===== config.mk =====
export PLATFORM = sky130hd
export DESIGN_NAME = program_counter_multiprocesso
export DESIGN_NICKNAME = d
export VERILOG_FILES = /design/src/rtl/program_counter_multiprocesso.sv
export SDC_FILE = /design/constraint.sdc
export NUM_CORES = 1
export LEC_CHECK = 0
export BUFFER_PORTS_ARGS = -buffer_cell sky130_fd_sc_hd__clkbuf_2
export CORE_MARGIN = 1.5
export CORE_UTILIZATION = 30
export CTS_BUF_LIST = sky130_fd_sc_hd__clkbuf_4
export DETAILED_ROUTE_END_ITERATION = 8
export PLACE_DENSITY = 0.43
export SLEW_MARGIN = 20
export SYNTH_ARGS = -nofsm -noshare
export SYNTH_HDL_FRONTEND = slang
export SYNTH_SLANG_ARGS = --single-unit
export TNS_END_PERCENT = 50

===== constraint.sdc =====
create_clock -name clock -period 10.1 [get_ports clock]
set_clock_uncertainty 0.05 [all_clocks]
set_input_delay 2.02 -clock clock [delete_from_list [all_inputs] [get_ports clock]]
set_output_delay 2.02 -clock clock [all_outputs]
set_load 0.02 [all_outputs]

===== src/rtl/program_counter_multiprocesso.sv =====
// Multi-process program counter with quantum-based preemption and a per-slot saved-PC table.
// Optional feature: define SALTO_RELATIVO_EN to make jump_prog=11 a PC-relative jump.
module program_counter_multiprocesso #(
  parameter int LARGURA_PC      = 32,
  parameter int NUM_PROC        = 4,
  parameter int LARGURA_QUANTUM = 5,
  localparam int LARGURA_IDX    = $clog2(NUM_PROC)
) (
  input  logic                       clock,
  input  logic                       reset_geral,
  input  logic                       modo_preemptivo,
  input  logic [LARGURA_QUANTUM-1:0] quantum,
  input  logic                       reset_cont_preempcao,
  input  logic                       halt,
  input  logic [1:0]                 jump_prog,
  input  logic [LARGURA_PC-1:0]      PC_in,
  input  logic                       wr_tab_en,
  input  logic [LARGURA_IDX-1:0]     wr_tab_idx,
  input  logic [LARGURA_PC-1:0]      wr_tab_dado,
  output logic [LARGURA_PC-1:0]      PC,
  output logic [LARGURA_PC-1:0]      PC_mais_1,
  output logic                       flag_faz_preempcao,
  output logic [LARGURA_PC-1:0]      salva_PC,
  output logic [LARGURA_IDX-1:0]     proc_atual
);

  logic [LARGURA_PC-1:0]      pc_reg;
  logic [LARGURA_PC-1:0]      salva_reg;
  logic [LARGURA_IDX-1:0]     proc_reg;
  logic [LARGURA_IDX-1:0]     proc_prox;
  logic [LARGURA_QUANTUM-1:0] cont;
  logic                       flag_reg;
  logic [LARGURA_PC-1:0]      tab [NUM_PROC];
  logic [LARGURA_PC-1:0]      next_pc;
  logic                       preempcao_ativa;
  logic                       troca;

  assign preempcao_ativa = modo_preemptivo && (quantum != '0);
  assign proc_prox       = proc_reg + LARGURA_IDX'(1);

  // ">=" rather than "==" so a quantum shrunk below the running count still switches next edge.
  assign troca = !halt && preempcao_ativa && !reset_cont_preempcao &&
                 (cont >= (quantum - LARGURA_QUANTUM'(1)));

  always_comb begin
    next_pc = pc_reg;
    case (jump_prog)
      2'b00:   next_pc = pc_reg + LARGURA_PC'(1);
      2'b01:   next_pc = PC_in;
      2'b10:   next_pc = tab[proc_reg];
      default: begin
`ifdef SALTO_RELATIVO_EN
        next_pc = pc_reg + PC_in;
`else
        next_pc = pc_reg;
`endif
      end
    endcase
  end

  always_ff @(posedge clock) begin
    if (!reset_geral) begin
      pc_reg    <= '0;
      salva_reg <= '0;
      proc_reg  <= '0;
      cont      <= '0;
      flag_reg  <= 1'b0;
      for (int i = 0; i < NUM_PROC; i++) begin
        tab[i] <= '0;
      end
    end else begin
      if (wr_tab_en) begin
        tab[wr_tab_idx] <= wr_tab_dado;
      end
      flag_reg <= 1'b0;
      if (!halt) begin
        if (troca) begin
          // Later assignment to the same slot overrides the external write above.
          tab[proc_reg] <= next_pc;
          salva_reg     <= next_pc;
          pc_reg        <= tab[proc_prox];
          proc_reg      <= proc_prox;
          cont          <= '0;
          flag_reg      <= 1'b1;
        end else begin
          pc_reg <= next_pc;
          if (!preempcao_ativa || reset_cont_preempcao) begin
            cont <= '0;
          end else begin
            cont <= cont + LARGURA_QUANTUM'(1);
          end
        end
      end
    end
  end

  assign PC                 = pc_reg;
  assign PC_mais_1          = pc_reg + LARGURA_PC'(1);
  assign flag_faz_preempcao = flag_reg;
  assign salva_PC           = salva_reg;
  assign proc_atual         = proc_reg;

endmodule


### After elaboration in Yosys (flattened, before gate mapping)

Memory sizes are Yosys's and may differ from the RTL's. A register that Yosys moved wholly into a read port is not among the register bits.
Index checks and enable logic that the tools add are counted.

| storage, ports and cells | value |
|---|---|
| register bits | 72 |
| bits in writable memories | 128 |
| input port bits | 79 |
| output and inout port bits | 99 |
| memories kept | 1 |

| operators by class | value |
|---|---|
| add/sub/neg operators | 4 |
| $lt $le $gt $ge | 1 |
| equality and inequality tests | 2 |
| multiplexer cells | 20 |
| bitwise gates (word level) | 1 |
| reduce and logical (&&, ||, !) cells | 13 |

Memory list:

| name | depth | width | rd ports | clocked after Yosys merged registers in | write ports | RTL line | text |
|---|---|---|---|---|---|---|---|
| tab | 4 | 32 | 2 | 1 | 4 | 33 | `logic [LARGURA_PC-1:0] tab [NUM_PROC];` |

Operator list:

| kind | number |
|---|---|
| 2-to-1 mux 32 bit | 3 |
| case mux 32 bit (3 select lines) | 1 |
| OR reduction 32 bit | 2 |
| adder 32 x 1 -> 32 bit, second input constant | 1 |
| 2-to-1 mux 1 bit | 10 |
| 2-to-1 mux 5 bit | 2 |
| 2-to-1 mux 2 bit | 4 |
| adder 5 x 1 -> 5 bit, second input constant | 1 |
| >= comparator 5 bit | 1 |
| nonzero test 5 bit | 1 |
| subtractor 5 x 1 -> 5 bit, second input constant | 1 |
| logical AND 1 bit | 4 |
| logical NOT 1 bit | 3 |
| adder 2 x 1 -> 2 bit, second input constant | 1 |
| equality test 2 x 1 -> 1 bit, second input constant | 1 |
| equality test 2 bit, second input constant | 1 |
| logical NOT 2 bit | 1 |
| AND reduction 2 bit | 1 |
| logical OR 1 bit | 1 |
| NOT 1 bit | 1 |

### Logic depth before layout (Yosys ltp)

| logic depth | value |
|---|---|
| word-level depth | 11 |
| depth in mapped cells | 13 |
| gate-level depth less buffers | 10 |

### Worst setup path before layout

No wires, ideal clock.

| timing path | value |
|---|---|
| kind | in2reg |
| start point | input quantum[0] |
| end point | memory tab[3][0] (enable) |
| library setup time | 561 ps |
| arrival time | 4573 ps |
| data required time | 9489 ps |
| path slack | 4916 ps |
| stages | 11 |
| path buffers | 2 |
| path through | inv_1 > ha_1 > nor3b_1 > xnor2_1 > ha_1 > a21o_1 > a31oi_1 > or3_1 > clkbuf_1 > clkbuf_1 > nand3_1 |

RTL lines:

| element | RTL line | text |
|---|---|---|
| start, declared | 12 | `input logic [LARGURA_QUANTUM-1:0] quantum,` |
| end, declared | 33 |  |

### Final worst setup path

| timing path | value |
|---|---|
| start point | register pc_reg[0], in the netlist PC[0] |
| end point | output PC_mais_1[22] |

| between the ends | value |
|---|---|
| word-level cells in the longest chain between the ends | 1 |

RTL lines:

| element | RTL line | text |
|---|---|---|
| start, declared | 27 | `logic [LARGURA_PC-1:0] pc_reg;` |
| start signal, assigned | 81 | `pc_reg <= tab[proc_prox];` |
| start signal, assigned | 86 | `pc_reg <= next_pc;` |
| adder 32 x 1 -> 32 bit | 98 | `assign PC_mais_1 = pc_reg + LARGURA_PC'(1);` |
| end, declared | 21 | `output logic [LARGURA_PC-1:0] PC_mais_1,` |

No other way between the ends.

==> run summary <==
Syn Inst Count: 1294
Vias: 11313
CP Launch Type: flop
Cell area after placement: 0.0135 sq mm
Leakage: 5.47 nW
Worst slack, placed: 4610 ps
Final Util: 35.6%
Avg WL per Cell: 24.5 um
Period minus WS final: 5580 ps
Fin area: 0.0142 sq mm
Max Freq: 179 MHz
Routed wire length: 49100 um
CORE AREA: 0.0400 sq mm
Row count: 73
Share of the synthesized area in the top cell type: 31.4%
Ys async rst share: 0%
Htree depth: 2
CTS resizes: 0
Synth warn: 0
CP required: 8030 ps
Fin crit share: 55.2%
Synth Area per Inst: 9.45 sq um
Overall routing resource usage: 23.2%
CP top delay family: simple AND/OR/NAND/NOR gates
Port bufs: 177
Die X: 205 um
Fill cells: 4185
Layout cells sized above 1: 27.3%
Clock sink total: 202
CP Class: reg -> out
Dpl hpwl: 34700 um
Commonest cells post-synth: nand2_1, nand3_1, edfxtp_1, o21ai_0, clkbuf_1
Critical path cell sequence: ha_1, and3_1, nand4_1, o31a_1, or2_2, clkbuf_2
Initial antenna violation count: 4
Most repeated cell in the gate-level netlist after synthesis: nand2_1
Peak VDD IR: 0.0811 mV
DR pass1 iterations: 5
Setup bufs post-CTS: 0
Drt via density: 5.65
Insertion delay to the later sink of the worst-skew pair: 730 ps
Area contributors post-synth: edfxtp_1, dfxtp_1, mux4_2
Vias in the first global route: 10690
Max-cap check violation count: 0
Synthesized Nets: 1385
WP data arrival: 3510 ps
Clock Root Buffer: clkbuf_4
CTS tree: done
Post-synth EDFFs: 128
HP Class: reg -> reg
# nets final: 1530
#FFs+latches synth: 202
Final worst slack: 4520 ps
Slew Limit Fails: 0
CP max stage cell: nand4_1
Hold buffer count at cts: 0
Worst Path Buf+Inv: 1
Fin Setup TNS: 0 ps
Worst-path maximum fanout: 18
Synth Cell Area: 0.0122 sq mm
Layout area overhead: 16.5%
IO Count: 178
Sequential-to-total area share from yosys stat: 43.6%
Final hold violations: 0
Starting Density: 30.6%
DR iter-0 viols: 1169
Synth Flop Type: edfxtp_1
Final setup viols: 0
Die extent in y: 205 um
Outcome: finished clean
CTS clk-pin slew, worst paths: 60 ps
First-pass GRT wire length: 72000 um
Cell area power density: 144 mW/mm^2
Largest net degree at the start of global routing: 66
Worst relative slew slack: 22.4%
RSZ-0062 raised after global routing: no
Clock buffer count from CTS: 58
CP endpoint kind: primary output
Die area: 0.0420 sq mm
Remaining routing DRC violations: 0
Global placement routability congestion: 0.883
Worst path max stage delay: 670 ps
Post-route ant nets: 0
Worst-Margin Slew: 1160 ps
Clock Tree Buf Depth: 3
Synth area leader: edfxtp_1
Synth unique cells: 69
Remaining Overflow, GRT: 0
## worst min-delay path, delay by kind of cell (launching register included)
family             cells  cell delay (ps)
AOI/OAI and AO/OA      1               50
DFF                    1              310
and+or+nand+nor        1               50
## kinds of logic (layout without fill, tap and decap cells)
family,after synthesis,count (layout),share of synthesized area (%)
AND/OR/NAND/NOR,557,557,22.0
AO/OA/AOI/OAI,286,286,14.0
flip-flops,202,202,43.6
buffers and inverters,137,321,4.85
multiplexers,68,68,12.1
XOR/XNOR,32,32,2.29
adder cells (fa/ha/maj),12,12,1.23
other,0,1,0
## where the power goes
group / internal, mW / switching (mW) / total, mW
registers: 0.928 / 0.0499 / 0.978
logic: 0.0955 / 0.192 / 0.288
clock network: 0.420 / 0.363 / 0.783
## per-stage QoR
step	total power, mW	hold WS (ps)	cells
finish	2.05	403	2004
global route	2.14	429	2004
CTS	2.08	404	2003
detailed placement	1.28	397	1904
global placement	1.28	396	1904
floorplan	1.14	443	1294
## final cells by class
cell class | instances | area (sq um) | share of cell area [%]
clock buffer | 89 | 668 | 4.69
antenna | 1 | 2.50 | 0.0176
inverter | 13 | 48.8 | 0.343
clock inverter | 10 | 63.8 | 0.448
timing repair buffer | 209 | 1130 | 7.91
multi-input combinational | 955 | 6350 | 44.6
tap | 525 | 657 | 4.61
sequential | 202 | 5330 | 37.4
## placed cells by master, fill, tap and decap left out, types with 32 or more instances in the layout
master and n:
clkbuf_4 89, dfxtp_1 72, o21ai_0 126, buf_4 32, nor2_1 61, edfxtp_1 128, clkbuf_2 177, mux4_2 64
nand3_1 174, a21oi_1 66, nand2_1 202
## metal layers
layer | share of wire, % | up-vias | GRT usage [%]
met3 | 8.0 | 70 | 3.74
met4 | 1.7 | 2 | 5.27
met1 | 46 | 5567 | 34.2
met5 | 0.016 | - | 0
li1 | - | 5167 | -
met2 | 44 | 507 | 35.5
## path summary, 6_finish.rpt
path / from / to / slack (ps) / cells after the start
worst min-delay path: salva_PC[2] / salva_PC[2] / 400 / 2
worst min register to register: salva_PC[2] / salva_PC[2] / 400 / 2
worst max-delay path: PC[0] / PC_mais_1[22] / 4520 / 6
worst max register to register: PC[3] / tab[3][13] / 6680 / 5
## registers in the layout, summed over array words and instances, names as in the netlist, named ones only
register / flops
cont: 5
salva_PC: 32
PC: 32
tab: 128
proc_atual: 2
flag_faz_preempcao: 1
Power figures use the tool's default switching activity.
